[src/rtl/alu_pkg.sv]
// Shared constants for the ALU command sequencer: op codes, one-hot ALU selects,
// ALU state codes and the sequencer FSM encoding.
package alu_pkg;

    typedef enum logic [2:0] {
        OP_AND  = 3'd0,
        OP_OR   = 3'd1,
        OP_NOT  = 3'd2,
        OP_XOR  = 3'd3,
        OP_ADD  = 3'd4,
        OP_SUB  = 3'd5,
        OP_MULT = 3'd6,
        OP_CLR  = 3'd7
    } aluOp_t;

    localparam logic [2:0] IN_RESET   = 3'b001;
    localparam logic [2:0] IN_LOAD    = 3'b010;
    localparam logic [2:0] IN_PERSIST = 3'b100;

    localparam logic [6:0] OUT_AND  = 7'b0000001;
    localparam logic [6:0] OUT_OR   = 7'b0000010;
    localparam logic [6:0] OUT_NOT  = 7'b0000100;
    localparam logic [6:0] OUT_XOR  = 7'b0001000;
    localparam logic [6:0] OUT_ADD  = 7'b0010000;
    localparam logic [6:0] OUT_SUB  = 7'b0100000;
    localparam logic [6:0] OUT_MULT = 7'b1000000;

    localparam logic [1:0] ALU_OFF     = 2'b00;
    localparam logic [1:0] ALU_READY   = 2'b01;
    localparam logic [1:0] ALU_RUN     = 2'b10;
    localparam logic [1:0] ALU_RUN_ERR = 2'b11;

    typedef enum logic [2:0] {
        WARM  = 3'd0,
        IDLE  = 3'd1,
        ISSUE = 3'd2,
        EXEC  = 3'd3,
        CHECK = 3'd4,
        RESP  = 3'd5
    } seqState_t;

endpackage

[src/rtl/alu_op_decode.sv]
// Maps a 3-bit command op onto the ALU's one-hot output select; CLR reads back through AND.
module alu_op_decode
    import alu_pkg::*;
(
    input  logic [2:0] op,
    output logic [6:0] outSel
);

    always_comb begin
        outSel = OUT_AND;
        case (op)
            OP_AND:  outSel = OUT_AND;
            OP_OR:   outSel = OUT_OR;
            OP_NOT:  outSel = OUT_NOT;
            OP_XOR:  outSel = OUT_XOR;
            OP_ADD:  outSel = OUT_ADD;
            OP_SUB:  outSel = OUT_SUB;
            OP_MULT: outSel = OUT_MULT;
            default: outSel = OUT_AND;
        endcase
    end

endmodule

[src/rtl/alu_cmd_seq.sv]
// Command sequencer driving an external accumulator ALU with a fixed-latency response.
// Define ALU_SEQ_ERRCNT_EN to build the saturating error-response counter.
module alu_cmd_seq
    import alu_pkg::*;
(
    input  logic       clk,
    input  logic       rst,
    input  logic       cmd_valid,
    output logic       cmd_ready,
    input  logic [2:0] cmd_op,
    input  logic       cmd_load,
    input  logic [7:0] cmd_a,
    input  logic [7:0] cmd_b,
    output logic       alu_on,
    output logic [2:0] alu_in_sel,
    output logic [6:0] alu_out_sel,
    output logic [7:0] alu_num1,
    output logic [7:0] alu_num2,
    input  logic [7:0] alu_result,
    input  logic [1:0] alu_state,
    output logic       rsp_valid,
    input  logic       rsp_ready,
    output logic [7:0] rsp_data,
    output logic       rsp_err,
    output logic [7:0] err_count
);

    seqState_t  state;
    logic [2:0] opReg;
    logic [6:0] decodedSel;

    alu_op_decode opDecode (
        .op     (opReg),
        .outSel (decodedSel)
    );

    // Outputs are registered on the edge that enters the state they belong to,
    // so the ALU sees each state's drive values for that whole state.
    always_ff @(posedge clk or posedge rst) begin
        if (rst) begin
            state       <= WARM;
            opReg       <= OP_AND;
            cmd_ready   <= 1'b0;
            rsp_valid   <= 1'b0;
            rsp_data    <= 8'h00;
            rsp_err     <= 1'b0;
            alu_on      <= 1'b0;
            alu_in_sel  <= IN_RESET;
            alu_out_sel <= OUT_AND;
            alu_num1    <= 8'h00;
            alu_num2    <= 8'hFF;
        end else begin
            case (state)
                WARM: begin
                    alu_on     <= 1'b1;
                    alu_in_sel <= IN_RESET;
                    if (alu_state == ALU_READY) begin
                        state       <= IDLE;
                        alu_in_sel  <= IN_PERSIST;
                        alu_out_sel <= OUT_AND;
                        alu_num2    <= 8'hFF;
                        cmd_ready   <= 1'b1;
                    end
                end
                IDLE: begin
                    if (cmd_valid && cmd_ready) begin
                        state       <= ISSUE;
                        opReg       <= cmd_op;
                        cmd_ready   <= 1'b0;
                        alu_out_sel <= OUT_AND;
                        alu_num1    <= cmd_a;
                        alu_num2    <= cmd_b;
                        if (cmd_op == OP_CLR)
                            alu_in_sel <= IN_RESET;
                        else if (cmd_load)
                            alu_in_sel <= IN_LOAD;
                        else
                            alu_in_sel <= IN_PERSIST;
                    end
                end
                ISSUE: begin
                    state       <= EXEC;
                    alu_in_sel  <= IN_PERSIST;
                    alu_num2    <= 8'hFF;
                    alu_out_sel <= decodedSel;
                end
                EXEC: begin
                    state       <= CHECK;
                    rsp_data    <= alu_result;
                    alu_in_sel  <= IN_PERSIST;
                    alu_out_sel <= OUT_AND;
                    alu_num2    <= 8'hFF;
                end
                CHECK: begin
                    state   <= RESP;
                    rsp_err <= (alu_state == ALU_RUN_ERR);
                end
                RESP: begin
                    // One settling cycle before rsp_valid keeps the latency at four edges.
                    if (!rsp_valid) begin
                        rsp_valid <= 1'b1;
                    end else if (rsp_ready) begin
                        rsp_valid <= 1'b0;
                        cmd_ready <= 1'b1;
                        state     <= IDLE;
                    end
                end
                default: begin
                    state <= WARM;
                end
            endcase
        end
    end

`ifdef ALU_SEQ_ERRCNT_EN
    logic [7:0] errCount;

    // Counts handshaken error responses, sticking at full scale.
    always_ff @(posedge clk or posedge rst) begin
        if (rst) begin
            errCount <= 8'h00;
        end else if (state == RESP && rsp_valid && rsp_ready && rsp_err && errCount != 8'hFF) begin
            errCount <= errCount + 8'h01;
        end
    end

    assign err_count = errCount;
`else
    assign err_count = 8'h00;
`endif

endmodule

[config.mk]
export PLATFORM = sky130hd
export DESIGN_NAME = alu_cmd_seq
export DESIGN_NICKNAME = d
export VERILOG_FILES = /design/src/rtl/alu_pkg.sv /design/src/rtl/alu_op_decode.sv /design/src/rtl/alu_cmd_seq.sv
export SDC_FILE = /design/constraint.sdc
export NUM_CORES = 1
export LEC_CHECK = 0
export ABC_AREA = 1
export BUFFER_PORTS_ARGS = -buffer_cell sky130_fd_sc_hd__buf_2
export CAP_MARGIN = 20
export CORE_MARGIN = 2
export CORE_UTILIZATION = 40
export CTS_CLUSTER_DIAMETER = 30
export CTS_CLUSTER_SIZE = 25
export DETAILED_ROUTE_END_ITERATION = 6
export PLACE_DENSITY = 0.73
export SYNTH_ARGS = -nofsm -noshare
export SYNTH_HDL_FRONTEND = slang
export SYNTH_SLANG_ARGS = --single-unit
[constraint.sdc]
create_clock -name clk -period 1.8 [get_ports clk]
set_input_delay 0.18 -clock clk [delete_from_list [all_inputs] [get_ports clk]]
set_output_delay 0.18 -clock clk [all_outputs]
set_load 0.01 [all_outputs]
==> results of run 1 <==
-- worst paths after layout --
kind / endpoint / depth (start not counted) / slack, ps
max: opReg[1] / 6 / 390
min reg2reg: alu_num2[6] / 2 / 460
max in group asynchronous: alu_out_sel[0] / 3 / 1400
min in group clk: rsp_data[3] / 2 / 120
min: rsp_data[2] / 3 / 10
max reg2reg: opReg[1] / 6 / 390
-- sequential cells by signal, indices dropped and copies added, names as in the netlist --
signal	flops
alu_num2	8
alu_on	1
alu_num1	8
alu_out_sel	7
state	3
opReg	3
rsp_valid	1
rsp_err	1
cmd_ready	1
alu_in_sel	3
rsp_data	8
-- worst max-delay path: stages, from the launching register on --
cell	delay, ps
dfrtp_1	480
nor2_4	180
nand2_1	90
inv_2	150
nand2_2	190
nor2_1	140
a21oi_1	50
-- logic make-up (layout without fill, tap and decap cells) --
| logic type | Yosys count | count (layout) |
|---|---|---|
| AND/OR/NAND/NOR | 110 | 110 |
| multiplexers | 8 | 8 |
| other | 1 | 8 |
| flip-flops | 44 | 44 |
| AO/OA/AOI/OAI | 21 | 21 |
| buffers and inverters | 27 | 96 |
-- area by class of cell --
type                            count  area, um2
Fill cell                         463       2280
Tap cell                           67       83.8
Sequential cell                    44       1110
Inverter                           15       58.8
Clock buffer                        8       90.1
Multi-Input combinational cell    147        722
Timing Repair Buffer               73        370
-- metal layers --
layer / part of all wire / up-vias / global-route usage
met3: 0.088 / 6 / 0.0610
li1: - / 818 / -
met5: 0 / - / 0
met2: 0.46 / 63 / 0.250
met1: 0.43 / 757 / 0.181
met4: 0.014 / 0 / 0.0485
-- cell usage in the layout, fill, tap and decap left out --
master,netlist,final
buf_2,1,71
nand2_1,67,67
dfrtp_1,34,34
nand3_1,15,15
nor2_1,15,15
o21ai_0,15,15
dfstp_2,10,10
inv_1,9,8
mux2_2,8,8
conb_1,1,8
nand4_1,6,6
clkbuf_8,0,6
inv_2,4,5
a21oi_1,5,5
nand3_2,3,3
nand2_2,2,2
clkbuf_1,1,2
buf_4,8,2
nor2_4,1,1
clkinv_1,1,1
nor2_8,1,1
inv_4,1,1
o21bai_1,1,1
-- per-stage QoR --
step / cells / total power (uW)
CTS: 354 / 4300
global placement: 346 / 3620
finish: 354 / 4250
global route: 354 / 4630
detailed placement: 346 / 3670
floorplan: 218 / 3090
-- power groups by stage --
stage	registers [uW]	logic, uW	clock network (uW)
finish	1750	1880	616
global placement	1750	1870	0
floorplan	1920	1170	0
global route	1810	2140	677
CTS	1760	1900	639
detailed placement	1770	1900	0
==> results by group, run 1 <==
Synthesis
  • Count leader, synth: nand2_1
  • Largest family of logic cells by synthesized area: simple AND/OR/NAND/NOR gates
  • Post-synth top flop: dfrtp_1
  • Mapped Cells: 211
  • Synthesized area per cell: 9.29 um2
  • Ys async rst share: 1.00
  • Syn. warnings: 0
  • Post-synthesis compound-gate area fraction: 0.0549
  • Distinct cells, synth: 23
  • Mux cell area share after synthesis: 0.0460
  • Simple-gate share of the synthesized area: 0.252
  • Post-synthesis adder-cell area fraction: 0
  • Synth cell count leaders: nand2_1 (67), dfrtp_1 (34), nand3_1 (15), nor2_1 (15), o21ai_0 (15)
  • EDFF count, synth: 0
  • Area contributors post-synth: dfrtp_1 (43%), dfstp_2 (13%), nand2_1 (13%), mux2_2 (4.6%), nand3_1 (3.8%)
  • Seq/Total Area, Yosys: 0.568
  • Top-area cell type share of the netlist area: 0.434
  • Mapped Area: 1960 um2
  • Synth Area in XOR/XNOR: 0
  • Area leader, netlist: dfrtp_1
  • FF+latch count, synth: 44

Floorplanning
  • Die Y: ~74 um
  • Die area: 5470 um2
  • Initial Utilization: 0.415
  • Ports: 80
  • Core area: 4720 um2
  • Die W: 74.0 um
  • FP Rows: 25

Setup path
  • Worst EP required: 1970 ps
  • Crit path from: state[1]
  • CP Capture Type: flop
  • Worst Setup Start Kind: flop
  • WS Path Type: reg2reg
  • Max Fanout on Critical Path: 15
  • Reg2reg start: state[1]
  • Worst Path Arrival: 1580 ps

Drt
  • WL/cell: ~11 um
  • Via count of the routed design: between 1.5k and 2k
  • Drt first pass iters: 4
  • Via/cell ratio: 4.64
  • DRC errors left: 0
  • Final wirelength: 3970 um
  • Post-DRT Antenna Nets: 0
  • DRT iter0 DRCs: 51

Global routing
  • Pin count of the biggest net entering global routing: 45
  • First-pass GRT wire length: 6350 um
  • Vias in the first global route: 1,527
  • Global-route congestion overflow total: 0
  • Initial antenna violation count: 0
  • Total GRT Usage: 0.151

Placed design
  • Dpl hpwl: 2980 um
  • GP Congestion: 0.909
  • Pre-CTS setup slack: slightly below 400 ps
  • Placed Area: 2350 um2
  • PortBufs: 71

CTS
  • TritonCTS Sinks: 44
  • Postcts setup bufs: 0
  • H-Tree Depth: 2
  • Clock Path Buffers: 2
  • # resized after CTS: 0
  • Root Buffer: clkbuf_8
  • Reg clk slew, reported paths: 80 ps
  • Clk Latency, worst-skew pair: 290 ps
  • Clock buffer count from CTS: 5
  • CTS tree: yes
  • Hold buffers post-CTS: 0

STA
  • Final worst setup slack: 392 ps
  • Slew Limit Headroom: 0.639
  • Final worst path period share: 0.782
  • RSZ-0062 raised after global routing: no
  • Final worst path period need: 1410 ps
  • Min Hold Slack: 10.8 ps
  • Fmax: 0.710 GHz
  • Endpoints failing hold: 0
  • # setup viols final: 0
  • Setup TNS: 0 ps
  • Slew at the pin with the worst max-slew slack: 541 ps
  • Clock Skew: 6.33 ps
  • Max-slew violation count: 0

Layout
  • Fin area: 2440 um2
  • Finished Core Util: 0.516
  • Final nets: 320
  • Ant diodes: 0
  • Share of layout cells above drive strength 1: 0.383
  • Layout area overhead: 24.5%

Power
  • Leak: 0.00134 uW
  • Logic gate share of total power: 0.442
  • Net switching component of the power: roughly 1700 uW
  • Maximum VDD drop: 0.000723 V
  • Pwr dens: between 1500 and 2000 nW/um2
  • Int Power: ~2500 uW
  • Sequential Power Share: 0.413
  • Sw Share: 0.404
  • Clk pwr share: 0.145

Hold path
  • Hold/Removal Path Class: in2async

Flow run
  • Max_cap viols: 0

Status
  • Outcome: finished, final reports clean
Power figures use the tool's default switching activity.
==> run 2, diff against run 1 <==
PLACE_DENSITY = 0.76   (was 0.73)
clock period = 1.18 ns   (was 1.8 ns; I/O delays follow)
==> run 2 against run 1 <==
  * The run now ends with negative setup slack left
  * Flip-flop and latch count stayed put
  * Worst hold slack improved by 37 ps
  * Core utilization is 6.3 points higher
  * Critical path depth is 2 higher
  * Fmax is 15% higher
  * Worst setup slack worse by 430 ps
  * Global-route usage grew 0.39 points
  * First-iteration DRC count fell by 12%
  * Routed wire length up 6.8%
  * Non-clock buffer count grew 16
  * Largest cell class unchanged
  * Largest power group unchanged
==> results by group, run 2 (same netlist as run 1, synthesis figures left out) <==
Floorplanning
  • Die Y: ~74 um
  • Die W: 74.0 um
  • Core area: 4720 um2
  • FP Rows: 25
  • Initial Utilization: 0.415
  • Die area: 5470 um2
  • Ports: 80

STA
  • Fmax: around 0.82 GHz
  • RSZ-0062 raised after global routing: yes
  • Final worst path period need: 1220 ps
  • Final worst path period share: 1.04
  • Final worst setup slack: -42.9 ps
  • Max-slew violation count: 0
  • Min Hold Slack: roughly 48 ps
  • Endpoints failing hold: 0
  • Clock Skew: between 5 and 6 ps
  • # setup viols final: 34

Setup path
  • Worst reg2reg path depth: 8
  • Worst reg2reg setup slack: -40 ps
  • Worst Path Arrival: 1410 ps
  • CP max-delay cell: dfrtp_1
  • R2R Path End: alu_out_sel[3]
  • Worst Setup Start Kind: flop
  • CP Depth: 8
  • CP peak stage delay: 410 ps
  • Max Fanout on Critical Path: 14
  • CP bufs+invs: 2
  • Crit path top cell by count: nand2_1
  • CP Capture Type: flop
  • WS Path Type: reg2reg
  • Cell family with the largest share of critical-path delay: simple AND/OR/NAND/NOR gates
  • Reg2reg start: state[0]
  • Worst EP required: 1370 ps
  • Crit-path cells: inv_2 -> nor2_4 -> nand3_4 -> nand2_4 -> nor2_8 -> inv_8 -> nand2_1 -> nand2_1

Power
  • Leak: 0.00145 uW
  • Net switching component of the power: 3010 uW
  • Logic gate share of total power: 0.505
  • Maximum VDD drop: 0.00117 V
  • Pwr dens: between 2000 and 3000 nW/um2
  • Clk pwr share: 0.129
  • Sequential Power Share: 0.366
  • Sw Share: 0.411
  • Int Power: 4320 uW

Flow run
  • Max_cap viols: 0

Drt
  • Post-DRT Antenna Nets: 0
  • Drt first pass iters: 4
  • DRC errors left: 0
  • WL/cell: 11.4 um
  • Via count of the routed design: 1,690
  • Via/cell ratio: 4.56
  • DRT iter0 DRCs: 45
  • Final wirelength: between 4000 and 5000 um

Hold path
  • Hold_sp: cmd_a[4]
  • Hold/Removal Path Class: in2reg
  • Hold EP: alu_num1[4]
  • Hold Path Depth: 3

CTS
  • Clock Path Buffers: 2
  • Clock buffer count from CTS: 5
  • Root Buffer: clkbuf_8
  • TritonCTS Sinks: 44
  • Reg clk slew, reported paths: roughly 80 ps
  • Clk Latency, worst-skew pair: 290 ps
  • H-Tree Depth: 2
  • CTS tree: yes

Global routing
  • First-pass GRT wire length: around 6500 um
  • Initial antenna violation count: 0
  • Total GRT Usage: 0.155
  • Global-route congestion overflow total: 0
  • Pin count of the biggest net entering global routing: 45
  • Vias in the first global route: 1,513

Layout
  • Fillers: 438
  • Final nets: 337
  • Ant diodes: 0
  • Commonest non-fill, non-tap cell in the layout: buf_2
  • Layout area overhead: 39.7%
  • Largest regs: alu_num1 x8, alu_num2 x8, rsp_data x8
  • Share of layout cells above drive strength 1: 0.497
  • Most frequent cells in the layout: buf_2 (71), nand2_1 (60), dfrtp_1 (33)

Placed design
  • PortBufs: just over 70
  • Dpl hpwl: around 3000 um
  • GP Congestion: 0.845
  • Pre-CTS setup slack: -89.5 ps

Status
  • Failing checks: negative setup slack
  • Outcome: finished, violations left
## run 2: worst max path at each step
stage / from / endpoint
global placement: state[0] / alu_out_sel[4]
CTS: state[2] / rsp_data[6]
global route: state[0] / alu_out_sel[5]
floorplan: state[0] / alu_out_sel[2]
detailed placement: state[0] / alu_out_sel[3]
finish: state[0] / alu_out_sel[3]
## run 2: tightest hold or removal path: stages
cell and delay, ps:
buf_2 80, nand3_2 60, nand2_1 50
## run 2: timing repair
| action | 4_1_cts | 5_1_grt |
|---|---|---|
| gates cloned | 1 | 1 |
| hold endpoints to repair | 34 | 0 |
| buffers inserted | 2 | 1 |
| pin swaps | 3 | 9 |
| hold buffers | 1 | 0 |
| gates resized for setup | 11 | 23 |
| setup endpoints to repair | 37 | 42 |
## run 2: per-stage QoR
| step | setup TNS [ps] | instance area, um2 | util | power, uW | cells |
|---|---|---|---|---|---|
| 2_1_floorplan | -759 | 2020 | - | 4840 | 218 |
| 3_3_place_gp | -992 | 2470 | 0.523 | 5860 | 357 |
| 3_5_place_dp | -1590 | 2470 | 0.523 | 5980 | 357 |
| 4_1_cts | -1120 | 2630 | 0.557 | 7160 | 369 |
| 5_1_grt | -4770 | 2740 | 0.580 | 7950 | 371 |
| 6_report | -923 | 2740 | 0.580 | 7330 | 371 |
## run 2: area by class of cell
cell class / instances / area (um2) / share of cell area
clock buffers: 6 / 82.6 / 0.0302
clock inverters: 2 / 10.0 / 0.00366
inverters: 15 / 75.1 / 0.0274
multi-input cells: 148 / 858 / 0.314
flip-flops and latches: 44 / 1110 / 0.407
well taps: 67 / 83.8 / 0.0306
repair buffers: 89 / 513 / 0.187
## run 2: power by group through the flow
stage / registers [uW] / logic (uW) / clock network, uW
after floorplan: 2930 / 1910 / 0
after global placement: 2670 / 3190 / 0
after detailed placement: 2690 / 3280 / 0
after CTS: 2670 / 3490 / 992
after global routing: 2770 / 4130 / 1050
final: 2680 / 3700 / 948
## run 2: per-layer routing
metal | part of all wire | GRT usage | wire length, um | vias to the layer above
li1 | - | - | - | 853
met1 | 0.43 | 0.190 | 1830 | 783
met2 | 0.50 | 0.267 | 2140 | 50
met3 | 0.055 | 0.0434 | 232 | 4
met4 | 0.0090 | 0.0485 | 38 | 0
met5 | 0 | 0 | 0 | -
==> run 3, diff against run 2 <==
CORE_UTILIZATION = 43   (was 40)
PLACE_DENSITY = 0.8   (was 0.76)
==> run 3 against run 2 <==
  * The run still ends with negative setup slack left
  * Largest power group unchanged
  * Clock skew rose by 1.1 ps
  * Critical endpoint is now alu_num2[5]
  * Non-clock buffer count rose by 1
  * Count of clock-buffer cells in the layout unchanged
  * Highest routed layer unchanged
  * Routed wire length grew 2.9%
==> results by group, run 3 (same netlist as run 1, synthesis figures left out) <==
Drt
  • DRC errors left: 0
  • Via count of the routed design: between 1.5k and 2k
  • Post-DRT Antenna Nets: 0
  • DRT iter0 DRCs: about 120
  • Via/cell ratio: approximately 4.8
  • WL/cell: 12.2 um
  • Final wirelength: roughly 4400 um
  • Drt first pass iters: 4

CTS
  • Clk Latency, worst-skew pair: roughly 300 ps
  • CTS tree: yes
  • Clock Path Buffers: 2
  • Reg clk slew, reported paths: 80 ps
  • H-Tree Depth: 2
  • Clock buffer count from CTS: 5
  • TritonCTS Sinks: 44
  • Root Buffer: clkbuf_8

Layout
  • Share of layout cells above drive strength 1: 0.464
  • Layout area overhead: 37.9%
  • Most frequent cells in the layout: buf_2 (71), nand2_1 (62), dfrtp_1 (33)
  • Largest regs: alu_num1 x8, alu_num2 x8, rsp_data x8
  • Fin cells: 358
  • Ant diodes: 0
  • Commonest non-fill, non-tap cell in the layout: buf_2
  • Final nets: 339

Power
  • Net switching component of the power: 3060 uW
  • Sw Share: 0.403
  • Logic gate share of total power: 0.498
  • Clk pwr share: 0.150
  • Int Power: 4530 uW
  • Pwr dens: 2810 nW/um2
  • Maximum VDD drop: 0.00153 V
  • Leak: 0.00146 uW
  • Sequential Power Share: 0.352

STA
  • RSZ-0062 raised after global routing: yes
  • # setup viols final: between 40 and 50
  • Final worst setup slack: -86.7 ps
  • Fmax: 0.789 GHz
  • Final worst path period need: 1270 ps
  • Max-slew violation count: 0
  • Final worst path period share: 1.07
  • Clock Skew: about 6.4 ps
  • Endpoints failing hold: 0
  • Setup TNS: -2010 ps

Floorplanning
  • Die Y: 71.5 um
  • Die area: 5110 um2
  • Die W: between 70 and 80 um
  • FP Rows: 24
  • Core area: 4380 um2
  • Ports: 80
  • Initial Utilization: 0.447

Global routing
  • Initial antenna violation count: 0
  • Total GRT Usage: 0.187
  • First-pass GRT wire length: between 7000 and 8000 um
  • Pin count of the biggest net entering global routing: 36
  • Vias in the first global route: 1,667
  • Global-route congestion overflow total: 0

Status
  • Failing checks: negative setup slack
  • Outcome: finished, violations left

Setup path
  • Worst Path Arrival: 1510 ps
  • Worst EP required: 1430 ps
  • Worst reg2reg path depth: 8
  • R2R Path End: alu_num2[5]
  • Max Fanout on Critical Path: 7
  • WS Path Type: reg2reg
  • Worst reg2reg setup slack: -90 ps
  • CP Capture Type: flop
  • Worst Setup Start Kind: flop
  • Reg2reg start: state[0]

Placed design
  • GP Congestion: roughly 0.76
  • # placed instances: roughly 350
  • Pre-CTS setup slack: -83.0 ps
  • PortBufs: 71
  • Dpl hpwl: 3150 um

Hold path
  • Hold_sp: cmd_b[0]
  • Hold EP: alu_num2[0]
  • Hold/Removal Path Class: in2reg
  • Hold Path Depth: 3

Flow run
  • Max_cap viols: 0
==> run 3: worst max path at each step <==
stage / from / end / slack, ps / depth (start not counted)
after global routing: state[0] / alu_num2[5] / -190 / 8
after floorplan: state[0] / alu_out_sel[2] / -70 / 9
after detailed placement: state[0] / alu_out_sel[3] / -80 / 8
after CTS: state[0] / rsp_data[3] / -50 / 3
after global placement: state[1] / alu_out_sel[4] / -50 / 7
final: state[0] / alu_num2[5] / -90 / 8
==> run 3: what timing repair did <==
| action | in CTS | in global routing |
|---|---|---|
| hold endpoints to repair | 9 | 0 |
| buffers inserted | 1 | 1 |
| hold buffers | 1 | 0 |
| pin swaps | 4 | 5 |
| cloned | 2 | 0 |
| setup endpoints to repair | 37 | 42 |
| resized for setup | 12 | 12 |
==> run 3: area by class of cell <==
type / instances / area [um2]
timing repair inverter: 1 / 6.26
sequential: 44 / 1110
clock buffer: 6 / 72.6
tap: 52 / 65.1
timing repair buffer: 90 / 528
fill: 373 / 1680
clock inverter: 2 / 35.0
multi-input combinational: 148 / 812
inverter: 15 / 68.8
==> run 3: critical path, cell delays in order, from the launching register on <==
cell and delay, ps:
dfrtp_1 410, inv_2 80, nor2_4 190, nand3_4 130
nand2_8 130, nor2_4 60, inv_4 90, nand2_1 60
nand2_1 60
==> run 3: metrics by stage <==
stage / total power (uW) / hold slack [ps] / utilization / cell area, um2
finish: 7590 / 29.7 / 0.616 / 2700
global route: 8230 / 32.4 / 0.616 / 2700
CTS: 7460 / 36.7 / 0.606 / 2660
detailed placement: 6060 / 58.0 / 0.564 / 2470
global placement: 5940 / 46.4 / 0.564 / 2470
floorplan: 4840 / 263 / - / 2020
==> run 3: layer usage <==
layer	routed length, um	GRT usage
met5	0	0
met4	48	0.0503
met3	294	0.0534
met2	2170	0.310
met1	1850	0.241
==> run 3: power groups by stage <==
stage	combinational [uW]	sequential [uW]	clock (uW)
6_report	3780	2670	1130
5_1_grt	4230	2770	1230
4_1_cts	3640	2670	1160
3_5_place_dp	3380	2680	0
3_3_place_gp	3280	2660	0
2_1_floorplan	1910	2930	0
